**config.mk**
```make
export PLATFORM = sky130hd
export DESIGN_NAME = out_keep_stage
export DESIGN_NICKNAME = d
export VERILOG_FILES = /design/src/rtl/out_keep_stage.sv
export SDC_FILE = /design/constraint.sdc
export NUM_CORES = 1
export LEC_CHECK = 0
export CAP_MARGIN = 20
export CORE_MARGIN = 3
export CORE_UTILIZATION = 45
export DETAILED_ROUTE_END_ITERATION = 8
export PLACE_DENSITY = 0.76
export SKIP_CTS_REPAIR_TIMING = 1
export SYNTH_ARGS = -nofsm -noshare
export SYNTH_HDL_FRONTEND = slang
export SYNTH_SLANG_ARGS = --single-unit
```
**constraint.sdc**
```tcl
create_clock -name aclk -period 1.52 [get_ports aclk]
set_input_delay 0.304 -clock aclk [delete_from_list [all_inputs] [get_ports aclk]]
set_output_delay 0.304 -clock aclk [all_outputs]
set_load 0.05 [all_outputs]
```
**src/rtl/out_keep_stage.sv**
```systemverilog
// Two-entry registered skid buffer between the DNN engine output stream and the DMA.
// Clips tkeep to the bytes-per-transfer count and tracks per-packet bpt consistency.
module out_keep_stage #(
  parameter int AXI_WIDTH = 128,
  parameter int W_BPT     = 5,
  parameter int CNT_BITS  = 16
) (
  input  logic                   aclk,
  input  logic                   aresetn,
  input  logic                   s_axis_tvalid,
  output logic                   s_axis_tready,
  input  logic                   s_axis_tlast,
  input  logic [AXI_WIDTH-1:0]   s_axis_tdata,
  input  logic [AXI_WIDTH/8-1:0] s_axis_tkeep,
  input  logic [W_BPT-1:0]       s_bytes_per_transfer,
  output logic                   m_axis_tvalid,
  input  logic                   m_axis_tready,
  output logic                   m_axis_tlast,
  output logic [AXI_WIDTH-1:0]   m_axis_tdata,
  output logic [AXI_WIDTH/8-1:0] m_axis_tkeep,
  output logic [CNT_BITS-1:0]    beat_count,
  output logic [CNT_BITS-1:0]    pkt_count,
  output logic                   bpt_err
);
  localparam int NB = AXI_WIDTH / 8;

  localparam logic [1:0] ST_EMPTY = 2'd0;
  localparam logic [1:0] ST_ONE   = 2'd1;
  localparam logic [1:0] ST_TWO   = 2'd2;

  typedef struct packed {
    logic [AXI_WIDTH-1:0] data;
    logic [NB-1:0]        keep;
    logic                 last;
  } beat_t;

  logic [1:0]          state_q, state_d;
  beat_t               head_q, head_d, skid_q, skid_d;
  logic                tvalid_q, tvalid_d, tready_q, tready_d;
  logic [CNT_BITS-1:0] beat_cnt_q, beat_cnt_d, pkt_cnt_q, pkt_cnt_d;
  logic                err_q, err_d, first_q, first_d;
  logic [W_BPT-1:0]    bpt_lat_q, bpt_lat_d;

  logic [31:0] bpt_ext;
  logic [NB-1:0] mask;
  beat_t in_beat;
  logic in_acc, out_acc;

  assign bpt_ext = 32'(s_bytes_per_transfer);

  // Out-of-range bpt (0 or wider than the bus) means "no clipping".
  always_comb begin
    mask = '0;
    for (int i = 0; i < NB; i++)
      mask[i] = (bpt_ext == 32'd0 || bpt_ext > 32'(NB)) ? 1'b1 : (32'(i) < bpt_ext);
  end

  assign in_beat = '{data: s_axis_tdata, keep: s_axis_tkeep & mask, last: s_axis_tlast};
  assign in_acc  = s_axis_tvalid & tready_q;
  assign out_acc = tvalid_q & m_axis_tready;

  always_comb begin
    state_d = state_q;
    head_d  = head_q;
    skid_d  = skid_q;
    case (state_q)
      ST_EMPTY: if (in_acc) begin head_d = in_beat; state_d = ST_ONE; end
      ST_ONE: begin
        if (in_acc && out_acc) head_d = in_beat;
        else if (in_acc) begin skid_d = in_beat; state_d = ST_TWO; end
        else if (out_acc) state_d = ST_EMPTY;
      end
      ST_TWO: if (out_acc) begin head_d = skid_q; state_d = ST_ONE; end
      default: state_d = ST_EMPTY;
    endcase
    // Handshake outputs are registered copies of the next-state decode.
    tvalid_d = (state_d != ST_EMPTY);
    tready_d = (state_d != ST_TWO);
  end

  always_comb begin
    beat_cnt_d = beat_cnt_q;
    pkt_cnt_d  = pkt_cnt_q;
    if (out_acc) begin
      if (head_q.last) begin
        beat_cnt_d = '0;
        pkt_cnt_d  = pkt_cnt_q + 1'b1;
      end else begin
        beat_cnt_d = beat_cnt_q + 1'b1;
      end
    end
  end

  // First beat of a packet latches bpt; later beats are compared against it.
  always_comb begin
    err_d     = err_q;
    first_d   = first_q;
    bpt_lat_d = bpt_lat_q;
    if (in_acc) begin
      if (first_q) bpt_lat_d = s_bytes_per_transfer;
      else if (s_bytes_per_transfer != bpt_lat_q) err_d = 1'b1;
      first_d = s_axis_tlast;
    end
  end

  always_ff @(posedge aclk or negedge aresetn) begin
    if (!aresetn) begin
      state_q    <= ST_EMPTY;
      head_q     <= '0;
      skid_q     <= '0;
      tvalid_q   <= 1'b0;
      tready_q   <= 1'b0;
      beat_cnt_q <= '0;
      pkt_cnt_q  <= '0;
      err_q      <= 1'b0;
      first_q    <= 1'b1;
      bpt_lat_q  <= '0;
    end else begin
      state_q    <= state_d;
      head_q     <= head_d;
      skid_q     <= skid_d;
      tvalid_q   <= tvalid_d;
      tready_q   <= tready_d;
      beat_cnt_q <= beat_cnt_d;
      pkt_cnt_q  <= pkt_cnt_d;
      err_q      <= err_d;
      first_q    <= first_d;
      bpt_lat_q  <= bpt_lat_d;
    end
  end

  assign s_axis_tready = tready_q;
  assign m_axis_tvalid = tvalid_q;
  assign m_axis_tlast  = head_q.last;
  assign m_axis_tdata  = head_q.data;
  assign m_axis_tkeep  = head_q.keep;
  assign beat_count    = beat_cnt_q;
  assign pkt_count     = pkt_cnt_q;
  assign bpt_err       = err_q;
endmodule

```
# Yosys cells after proc, flatten, opt, wreduce, memory -nomap -nowiden
# Index checks and enable logic that the tools add are counted.
[classes] add_sub_neg=2 mul=0 n_div=0 n_lt_le_gt_ge=17 n_eq_ne=7 n_shift=0 mux=27 bitwise_logic=5 reduce_logical=11
[op_table] operator="145-bit two-way mux" n=3
[op_table] operator="145-bit one-hot mux with 3 select lines" n=1
[op_table] operator="4-bit by 5-bit less-than comparator with 1-bit output, first input constant" n=8
[op_table] operator="16-bit by 1-bit adder with 16-bit output, second input constant" n=2
[op_table] operator="32-bit logical NOT" n=1
[op_table] operator="3-bit by 5-bit less-than comparator with 1-bit output, first input constant" n=4
[op_table] operator="16-bit AND" n=1
[op_table] operator="1-bit two-way mux" n=16
[op_table] operator="16-bit two-way mux" n=1
[op_table] operator="1-bit by 5-bit less-than comparator with 1-bit output, first input constant" n=2
[op_table] operator="2-bit by 5-bit less-than comparator with 1-bit output, first input constant" n=2
[op_table] operator="2-bit two-way mux" n=5
[op_table] operator="2-bit inequality test, second input constant" n=4
[op_table] operator="2-bit one-hot mux with 3 select lines" n=1
[op_table] operator="3-bit AND reduction" n=2
[op_table] operator="5-bit > comparator, second input constant" n=1
[op_table] operator="5-bit inequality test" n=1
[op_table] operator="2-bit AND reduction" n=2
[op_table] operator="4-bit AND reduction" n=1
[op_table] operator="3-bit nonzero test" n=1
[op_table] operator="1-bit AND" n=2
[op_table] operator="2-bit by 1-bit equality test with 1-bit output, second input constant" n=1
[op_table] operator="2-bit equality test, second input constant" n=1
[op_table] operator="2-bit logical NOT" n=1
[op_table] operator="other kinds (4)" n=5
[totals] ff_bits=333 latch_bits=0 ramBits=0 mem_bits_ro=0 in_bits=154 out_inout_bits=180 wordCells=83 mem_count=0

# Logic depth before layout (Yosys ltp)
# Gate-level depths: netlist of the first run.
[depth] depth_word=6 depth_mapped=7 depth_no_buf=5

# Worst setup path before layout of the first run
# Ideal clock, no wire load.
[synth_timing] path_kind="register to register" from="register tready_q, in the netlist s_axis_tready" to="register head_q (netlist bit m_axis_tkeep[2])" setup_ps=125 arrival_time_ps=1822 t_required_ps=1395 setup_slack_ps=-426 path_stages_with_launch=5 path_buffers=1 period_less_slack_ps=1946 cell_sequence="dfrtp_1 nand2_1 o32ai_4 buf_2 mux2_2"
[synth_between] elab_chain_len=4 word_cells_on_any_way=5 cone_classes="eq/ne (2); bitwise (1); reduce/logical (2)"
[synth_lines] item="from (decl)" line="39" text="logic tvalid_q, tvalid_d, tready_q, tready_d;"
[synth_lines] item="from (signal assigned)" line="123" text="tready_q <= tready_d;"
[synth_lines] item="1-bit AND (*)" line="59" text="assign in_acc = s_axis_tvalid & tready_q;"
[synth_lines] item="1-bit logical AND" line="69" text="if (in_acc && out_acc) head_d = in_beat;"
[synth_lines] item="2-bit inequality test (no source line)"
[synth_lines] item="4-bit AND reduction (no source line) (*)"
[synth_lines] item="to (signal assigned)" line="109" text="head_q <= '0;"
[synth_lines] item="to (signal assigned)" line="120" text="head_q <= head_d;"
[synth_lines] item="to (decl)" line="38" text="beat_t head_q, head_d, skid_q, skid_d;"
# Every way passes the cells marked *; elsewhere a longest branch is shown, timed or not.
# A chain may end at the register's enable or synchronous reset.

# Worst setup path after layout of the first run
[layout_timing] from="register state_q[0]" to="register head_q (netlist bit m_axis_tdata[111])"
[layout_between] elab_chain_len=3 word_cells_on_any_way=9 cone_classes="eq/ne (5); mux (1); reduce/logical (3)"
[layout_lines] item="from (decl)" line="37" text="logic [1:0] state_q, state_d;"
[layout_lines] item="from (signal assigned)" line="119" text="state_q <= state_d;"
[layout_lines] item="2-bit by 1-bit equality test with 1-bit output, or another cell as far along" line="66" text="case (state_q)"
[layout_lines] item="2-bit inequality test (no source line) / 3-bit nonzero test (equally long branches)"
[layout_lines] item="4-bit AND reduction (no source line)"
# Parallel ways exist; a longest one is shown, timed or not.

==> flow_summary_export.csv, run 1 <==
group,metric,value,unit
run_status,run_status,"finished with violations",
run_status,violations,"negative setup slack",
pwr,ir_worst_vdd,1.756,mV
floorplanning,num_rows,64,
pwr,total_leakage_power,9.964,nW
sta,rsz0062_at_grt,"true",
grt,grt_pass1_vias,12017,
grt,top_usage_layer,"met2",
layout,instances_no_fill,2193,
floorplanning,core,30670,µm²
sta,fin_ws,-0.1936,ns
grt,use_met3,8.391,%
detailed_routing,wire_per_inst,20.56,µm
placement,post_dp_cell_area,20620,µm²
detailed_routing,drtIter0Drc,885,
grt,grt_pass1_wl,63.68,mm
detailed_routing,num_vias,12001,
layout,layout-area-overhead-vs-synth,61.08,%
sta,final-hold-violation-count,0,
logic_synthesis,synth_top_area_share,59.17,%
logic_synthesis,async_flop_share,100.0,%
layout,fin_util,73.74,%
detailed_routing,wirelength,45.09,mm
cts,cts_tree,"yes",
grt,grt_util_met1,29.21,%
cts,cts_root_buf,"clkbuf_16",
logic_synthesis,synth_edf_count,0,
placement,dpl.hpwl,28.46,mm
placement,port_buffers,333,
layout,drive_above_1_share,32.00,%
sta,fmax,583.6,MHz
placement,dp_cells,2092,
floorplanning,dieArea,33360,µm²
layout,final_area,22620,µm²
cts,insertion_delay,0.51,ns
detailed_routing,drc_errors,0,
floorplanning,die_h,182.6,µm
logic_synthesis,syn_nets,1493,
worst_setup_path,cp.arrival,2.12,ns
cts,clk_pin_slew,0.06,ns
detailed_routing,postRouteAntennaNets,0,
cts,cts_buffer_depth,3,
logic_synthesis,ys.warnings.count,0,
worst_hold_path,hold_path_class,"in2async",
floorplanning,io_pins,334,
worst_setup_path,worst-path-max-fanout,12,
logic_synthesis,yosysSeqAreaShare,59.36,%
sta,post-route-min-period,1.714,ns
sta,slew_viol_final,0,
cts,cts-buffers-inserted,36,
detailed_routing,drtPass1Iterations,5,
logic_synthesis,synth_top_area_cell,"dfrtp_1",
sta,clock_skew,0.01432,ns
grt,grt_remaining_overflow,0,
cts,h-tree-depth,2,
grt,antenna_found_initial,5,
placement,gp_congestion,0.8505,
worst_setup_path,critPathKind,"reg2reg",
logic_synthesis,synth_cells,1337,
grt,grt_usage,23.68,%
grt,grt_start_max_net_pins,77,
worst_setup_path,setup.worst_path.start_class,"register",
logic_synthesis,avgSynthCellArea,10.50,µm²
worst_setup_path,crit_required,1.92,ns
pwr,power.density,2375,nW/µm²
sta,final-setup-viol-count,297,
floorplanning,die_w,182.6,µm
sta,tightest_slew,0.4316,ns
logic_synthesis,synth_area_leaders,"dfrtp_1 (59%), mux2_2 (11%), nand2_1 (8.6%), a31oi_1 (6.4%), nor2_1 (4.2%)",
detailed_routing,vias_per_cell,5.472,
cts,clock-sinks,333,
sta,worst_slew_margin_rel,71.00,%
logic_synthesis,ys_types,42,
floorplanning,initial_core_util,45.78,%
grt,use_met2,39.53,%
logic_synthesis,synth_ff_type,"dfrtp_1",
worst_setup_path,end_kind,"register",
placement,dp_slack,-0.6865,ns
logic_synthesis,ys_ff_latch,333,
layout,layout.nets,1926,
sta,period_share,112.7,%
logic_synthesis,syn_area,14040,µm²
job,maxCapViolCount,0,
[synth_stat cells (all sizes together), types with 3 or more instances]
| library cell | n |
|---|---|
| clkbuf | 35 |
| buf | 55 |
| nor2 | 156 |
| a31oi | 143 |
| and4 | 4 |
| o21ai | 35 |
| inv | 3 |
| nand3 | 15 |
| and3 | 4 |
| nand2b | 5 |
| xnor2 | 14 |
| nor3 | 6 |
| or3 | 6 |
| a21oi | 6 |
| dfrtp | 332 |
| xor2 | 15 |
| nand2 | 321 |
| and2 | 4 |
| mux2 | 138 |
| o211ai | 7 |
| nand4 | 9 |
[power by group]
group          total (mW)  internal (mW)  switching, mW
Combinational        28.4           14.0           14.4
Sequential           16.6           13.0           3.58
Clock                8.73           5.23           3.50
[critical path: stages (launching register included)]
cell and delay, ns:
dfrtp_1 0.40, a21boi_4 0.16, o32ai_4 0.31, buf_12 0.17, buf_8 0.15, buf_16 0.15
nor2_1 0.05, a31oi_1 0.21
[layout make-up]
| class | count | area [µm²] |
|---|---|---|
| Sequential cell | 333 | 8356 |
| Fill cell | 1996 | 8054 |
| Timing Repair Buffer | 485 | 7149 |
| Multi-Input combinational cell | 911 | 5424 |
| Clock buffer | 54 | 1080 |
| Tap cell | 396 | 495.5 |
| Clock inverter | 8 | 92.59 |
| Inverter | 3 | 11.26 |
| Antenna cell | 3 | 7.507 |
[per-layer routing]
metal / wire length [µm] / up-vias / part of all wire [%]
li1: - / 5450 / -
met1: 17190 / 5985 / 38
met2: 22420 / 483 / 50
met3: 4243 / 79 / 9.4
met4: 1212 / 4 / 2.7
met5: 21 / - / 0.047
[registers in the layout, summed over array words and instances, names as in the netlist]
name,cells
beat_count,16
bpt_err,1
bpt_lat_q,5
first_q,1
m_axis_tdata,128
m_axis_tkeep,16
m_axis_tlast,1
m_axis_tvalid,1
pkt_count,16
s_axis_tready,1
skid_q,145
state_q,2
[layout by cell type (no fill, tap or decap), drive strengths merged, types with 2 or more instances in the layout]
cell type,instances
ha,2
xnor2,14
nand2b,5
and2,4
nand4,9
and4,4
o211ai,7
xor2,15
a21oi,6
nor2b,2
a31oi,143
nor3,6
or3,6
clkdlybuf4s50,151
clkinv,5
mux2,138
dfrtp,332
o21ai,35
nand2,321
nor2,156
and3,4
inv,3
diode,3
nand3,15
o31ai,2
bufinv,2
buf,313
or2,2
clkbuf,73
a21o,2
[stage by stage]
step	setup TNS, ns	hold WS, ns	power [mW]
2_1_floorplan	-32.72	0.008409	29.35
3_3_place_gp	-165.03	0.1835	42.36
3_5_place_dp	-181.16	0.1858	43.20
4_1_cts	-29.21	-0.3654	52.06
5_1_grt	-48.70	0.2668	56.04
6_report	-30.46	0.2501	53.72
[path summary, 6_finish.rpt]
kind	start	end	slack [ns]	cells past startpoint
min in group aclk	s_axis_tdata[31]	m_axis_tdata[31]$_DFFE_PN0P_	0.38	3
max in group asynchronous	aresetn	m_axis_tkeep[0]$_DFFE_PN0P_	0.61	4
worst max register to register	state_q[0]$_DFF_PN0_	m_axis_tdata[111]$_DFFE_PN0P_	-0.19	7
worst min-delay path	aresetn	m_axis_tdata[99]$_DFFE_PN0P_	0.25	2
worst min register to register	skid_q[4]$_DFFE_PN0P_	skid_q[4]$_DFFE_PN0P_	0.48	2
worst max-delay path	state_q[0]$_DFF_PN0_	m_axis_tdata[111]$_DFFE_PN0P_	-0.19	7
[cells by family after synthesis]
group / count (synthesis) / share of synthesized area [%]
simple gates: 540 / 15.52
flops: 333 / 59.36
compound gates: 202 / 8.974
mux: 138 / 11.07
buf+inv: 93 / 3.092
xor+xnor: 29 / 1.809
fa+ha+maj: 2 / 0.1782
Note: power is estimated with default switching activity, not from simulation.
==> inputs of run 2 (changes only) <==
--- a/config.mk
+++ b/config.mk
@@ -7,9 +7,10 @@
 export LEC_CHECK = 0
 export CAP_MARGIN = 20
 export CORE_MARGIN = 3
-export CORE_UTILIZATION = 45
+export CORE_UTILIZATION = 55
 export DETAILED_ROUTE_END_ITERATION = 8
-export PLACE_DENSITY = 0.76
+export DONT_BUFFER_PORTS = 1
+export PLACE_DENSITY = 0.7
 export SKIP_CTS_REPAIR_TIMING = 1
 export SYNTH_ARGS = -nofsm -noshare
 export SYNTH_HDL_FRONTEND = slang
==> constraint.sdc (replaced) <==
create_clock -name aclk -period 2.2 [get_ports aclk]
set_input_delay 0.44 -clock aclk [delete_from_list [all_inputs] [get_ports aclk]]
set_output_delay 0.44 -clock aclk [all_outputs]
set_load 0.05 [all_outputs]
==> run 2 against run 1 <==
  * Critical endpoint is now m_axis_tdata[31]$_DFFE_PN0P_
  * Critical path depth shrank 2
  * Non-clock buffer count fell by 438
  * Worst hold slack worse by 0.61 ns
  * Clock power shrank 37%
  * Via count down 20%
  * Setup slack improved by 0.43 ns
  * The run ends with negative hold slack left
  * First-iteration DRC count shrank 28%
==> flow_summary_export.csv, run 2 (synthesis results as in run 1) <==
group,metric,value,unit
layout,layout.nets,1487,
worst_setup_path,critPathKind,"reg2reg",
pwr,power_switching,12.22,mW
run_status,run_status,"finished with violations",
layout,fill_cells,1969,
layout,top_register,"skid_q",
cts,cts_buffer_depth,3,
worst_setup_path,end_kind,"register",
worst_setup_path,reg2reg_from,"state_q[0]$_DFF_PN0_",
sta,whs,-0.3602,ns
worst_setup_path,crit_required,2.61,ns
worst_setup_path,cp.arrival,2.36,ns
worst_hold_path,hold_path_class,"in2async",
floorplanning,initial_core_util,56.90,%
pwr,power.share.sequential,56.7,%
worst_setup_path,path_cells,"a21boi_2 -> o32ai_4 -> buf_12 -> nor2_1 -> a31oi_1",
detailed_routing,wirelength,32.20,mm
detailed_routing,drtIter0Drc,635,
pwr,ir_worst_vdd,0.8839,mV
cts,insertion_delay,0.50,ns
layout,final_common_cell,"dfrtp_1",
floorplanning,core,24680,µm²
worst_setup_path,worst-path-max-fanout,120,
placement,dp_cells,1618,
cts,clock-sinks,333,
sta,slew_viol_final,0,
worst_setup_path,crit_start,"state_q[0]$_DFF_PN0_",
cts,cts_root_buf,"clkbuf_16",
sta,fin_setup_tns,0,ns
detailed_routing,drc_errors,0,
worst_setup_path,cp_slowest_cell,"dfrtp_1",
pwr,p_sw_share,44.73,%
cts,clk_pin_slew,0.06,ns
sta,clock_skew,0.01408,ns
sta,post-route-min-period,1.959,ns
job,maxCapViolCount,0,
cts,h-tree-depth,2,
sta,period_share,89.05,%
floorplanning,die_w,165.8,µm
detailed_routing,vias_per_cell,5.746,
floorplanning,die_h,165.8,µm
detailed_routing,wire_per_inst,19.18,µm
pwr,comb_power_share,23.0,%
detailed_routing,drtPass1Iterations,4,
floorplanning,io_pins,334,
worst_setup_path,cpPeakStageDelay,0.44,ns
run_status,violations,"negative hold slack",
sta,rsz0062_at_grt,"false",
placement,gp_congestion,0.7965,
cts,cts_tree,"yes",
sta,fmax,510.5,MHz
detailed_routing,num_vias,9647,
cts,cts-buffers-inserted,35,
floorplanning,num_rows,57,
layout,layout-area-overhead-vs-synth,11.08,%
layout,largest_reg_flops,145,
pwr,power.density,1751,nW/µm²
grt,grt_pass1_vias,9426,
worst_setup_path,setup.worst_path.start_class,"register",
layout,antenna_cells,0,
pwr,intPower,15.09,mW
sta,tightest_slew,0.9099,ns
grt,grt_start_max_net_pins,334,
detailed_routing,postRouteAntennaNets,0,
floorplanning,dieArea,27480,µm²
layout,drive_above_1_share,17.86,%
placement,port_buffers,0,
sta,worst_slew_margin_rel,39.34,%
layout,instances_no_fill,1679,
pwr,p_clk_share,20.3,%
grt,grt_remaining_overflow,0,
grt,antenna_found_initial,1,
sta,final-hold-violation-count,333,
grt,grt_usage,22.76,%
layout,final_cell_mix,"dfrtp_1 (332), nand2_1 (320), nor2_1 (156)",
grt,grt_pass1_wl,51.76,mm
pwr,total_leakage_power,6.809,nW
sta,final-setup-viol-count,0,
placement,dpl.hpwl,20.85,mm
==> run 2: cell count changes in the layout (fill, tap and decap cells not counted), sizes merged, moves of 2 or more <==
| cell | delta |
|---|---|
| buf | -266 |
| bufinv | -2 |
| clkbuf | -17 |
| clkdlybuf4s50 | -151 |
| diode | -3 |
==> run 2: power by group through the flow <==
stage                     sequential [mW]  combinational, mW  clock [mW]
after CTS                            15.5               6.37        5.68
after detailed placement             15.6               6.37           0
after global placement               15.5               6.09           0
after global routing                 15.8               7.05        5.97
final                                15.5               6.29        5.54
after floorplan                      15.2               4.86           0
==> run 2: stage by stage <==
step	cell area [µm²]	util (%)	worst slack, ns	power [mW]
floorplan	14040	-	0.2537	20.08
global placement	14510	58.80	0.3704	21.58
detailed placement	14510	58.80	0.2960	21.96
CTS	15600	63.20	0.2663	27.55
global route	15600	63.20	0.1239	28.85
finish	15600	63.20	0.2410	27.31
==> run 2: critical path: cells and delay by family (launching register included) <==
family,cells,cell delay (ns)
buf+inv,1,0.36
simple gates,1,0.11
compound gates,3,0.77
flops,1,0.44
==> run 2: routing by layer <==
layer | wire length [µm] | GRT usage (%) | vias to the layer above | share of wire [%]
met3 | 3540 | 10.14 | 45 | 11
met1 | 12890 | 29.06 | 4717 | 40
li1 | - | - | 4558 | -
met5 | 13 | 0 | - | 0.040
met2 | 15060 | 35.91 | 325 | 47
met4 | 701 | 5.859 | 2 | 2.2
==> run 2: final timing paths <==
check	end	slack, ns	cells past startpoint
min reg2reg	skid_q[7]$_DFFE_PN0P_	0.48	2
min in group aclk	skid_q[8]$_DFFE_PN0P_	0.08	2
min	skid_q[93]$_DFFE_PN0P_	-0.36	0
max	m_axis_tdata[31]$_DFFE_PN0P_	0.24	5
max in group asynchronous	m_axis_tdata[2]$_DFFE_PN0P_	1.80	0
max reg2reg	m_axis_tdata[31]$_DFFE_PN0P_	0.24	5
==> run 2: area by class of cell <==
type                    count  area (µm²)  share of cell area [%]
clock buffers              56        1057                   6.779
flip-flops and latches    333        8334                   53.44
multi-input cells         911        5294                   33.95
clock inverters             5       27.53                  0.1765
inverters                   3       11.26                 0.07221
well taps                 324       405.4                   2.599
repair buffers             47       465.4                   2.985
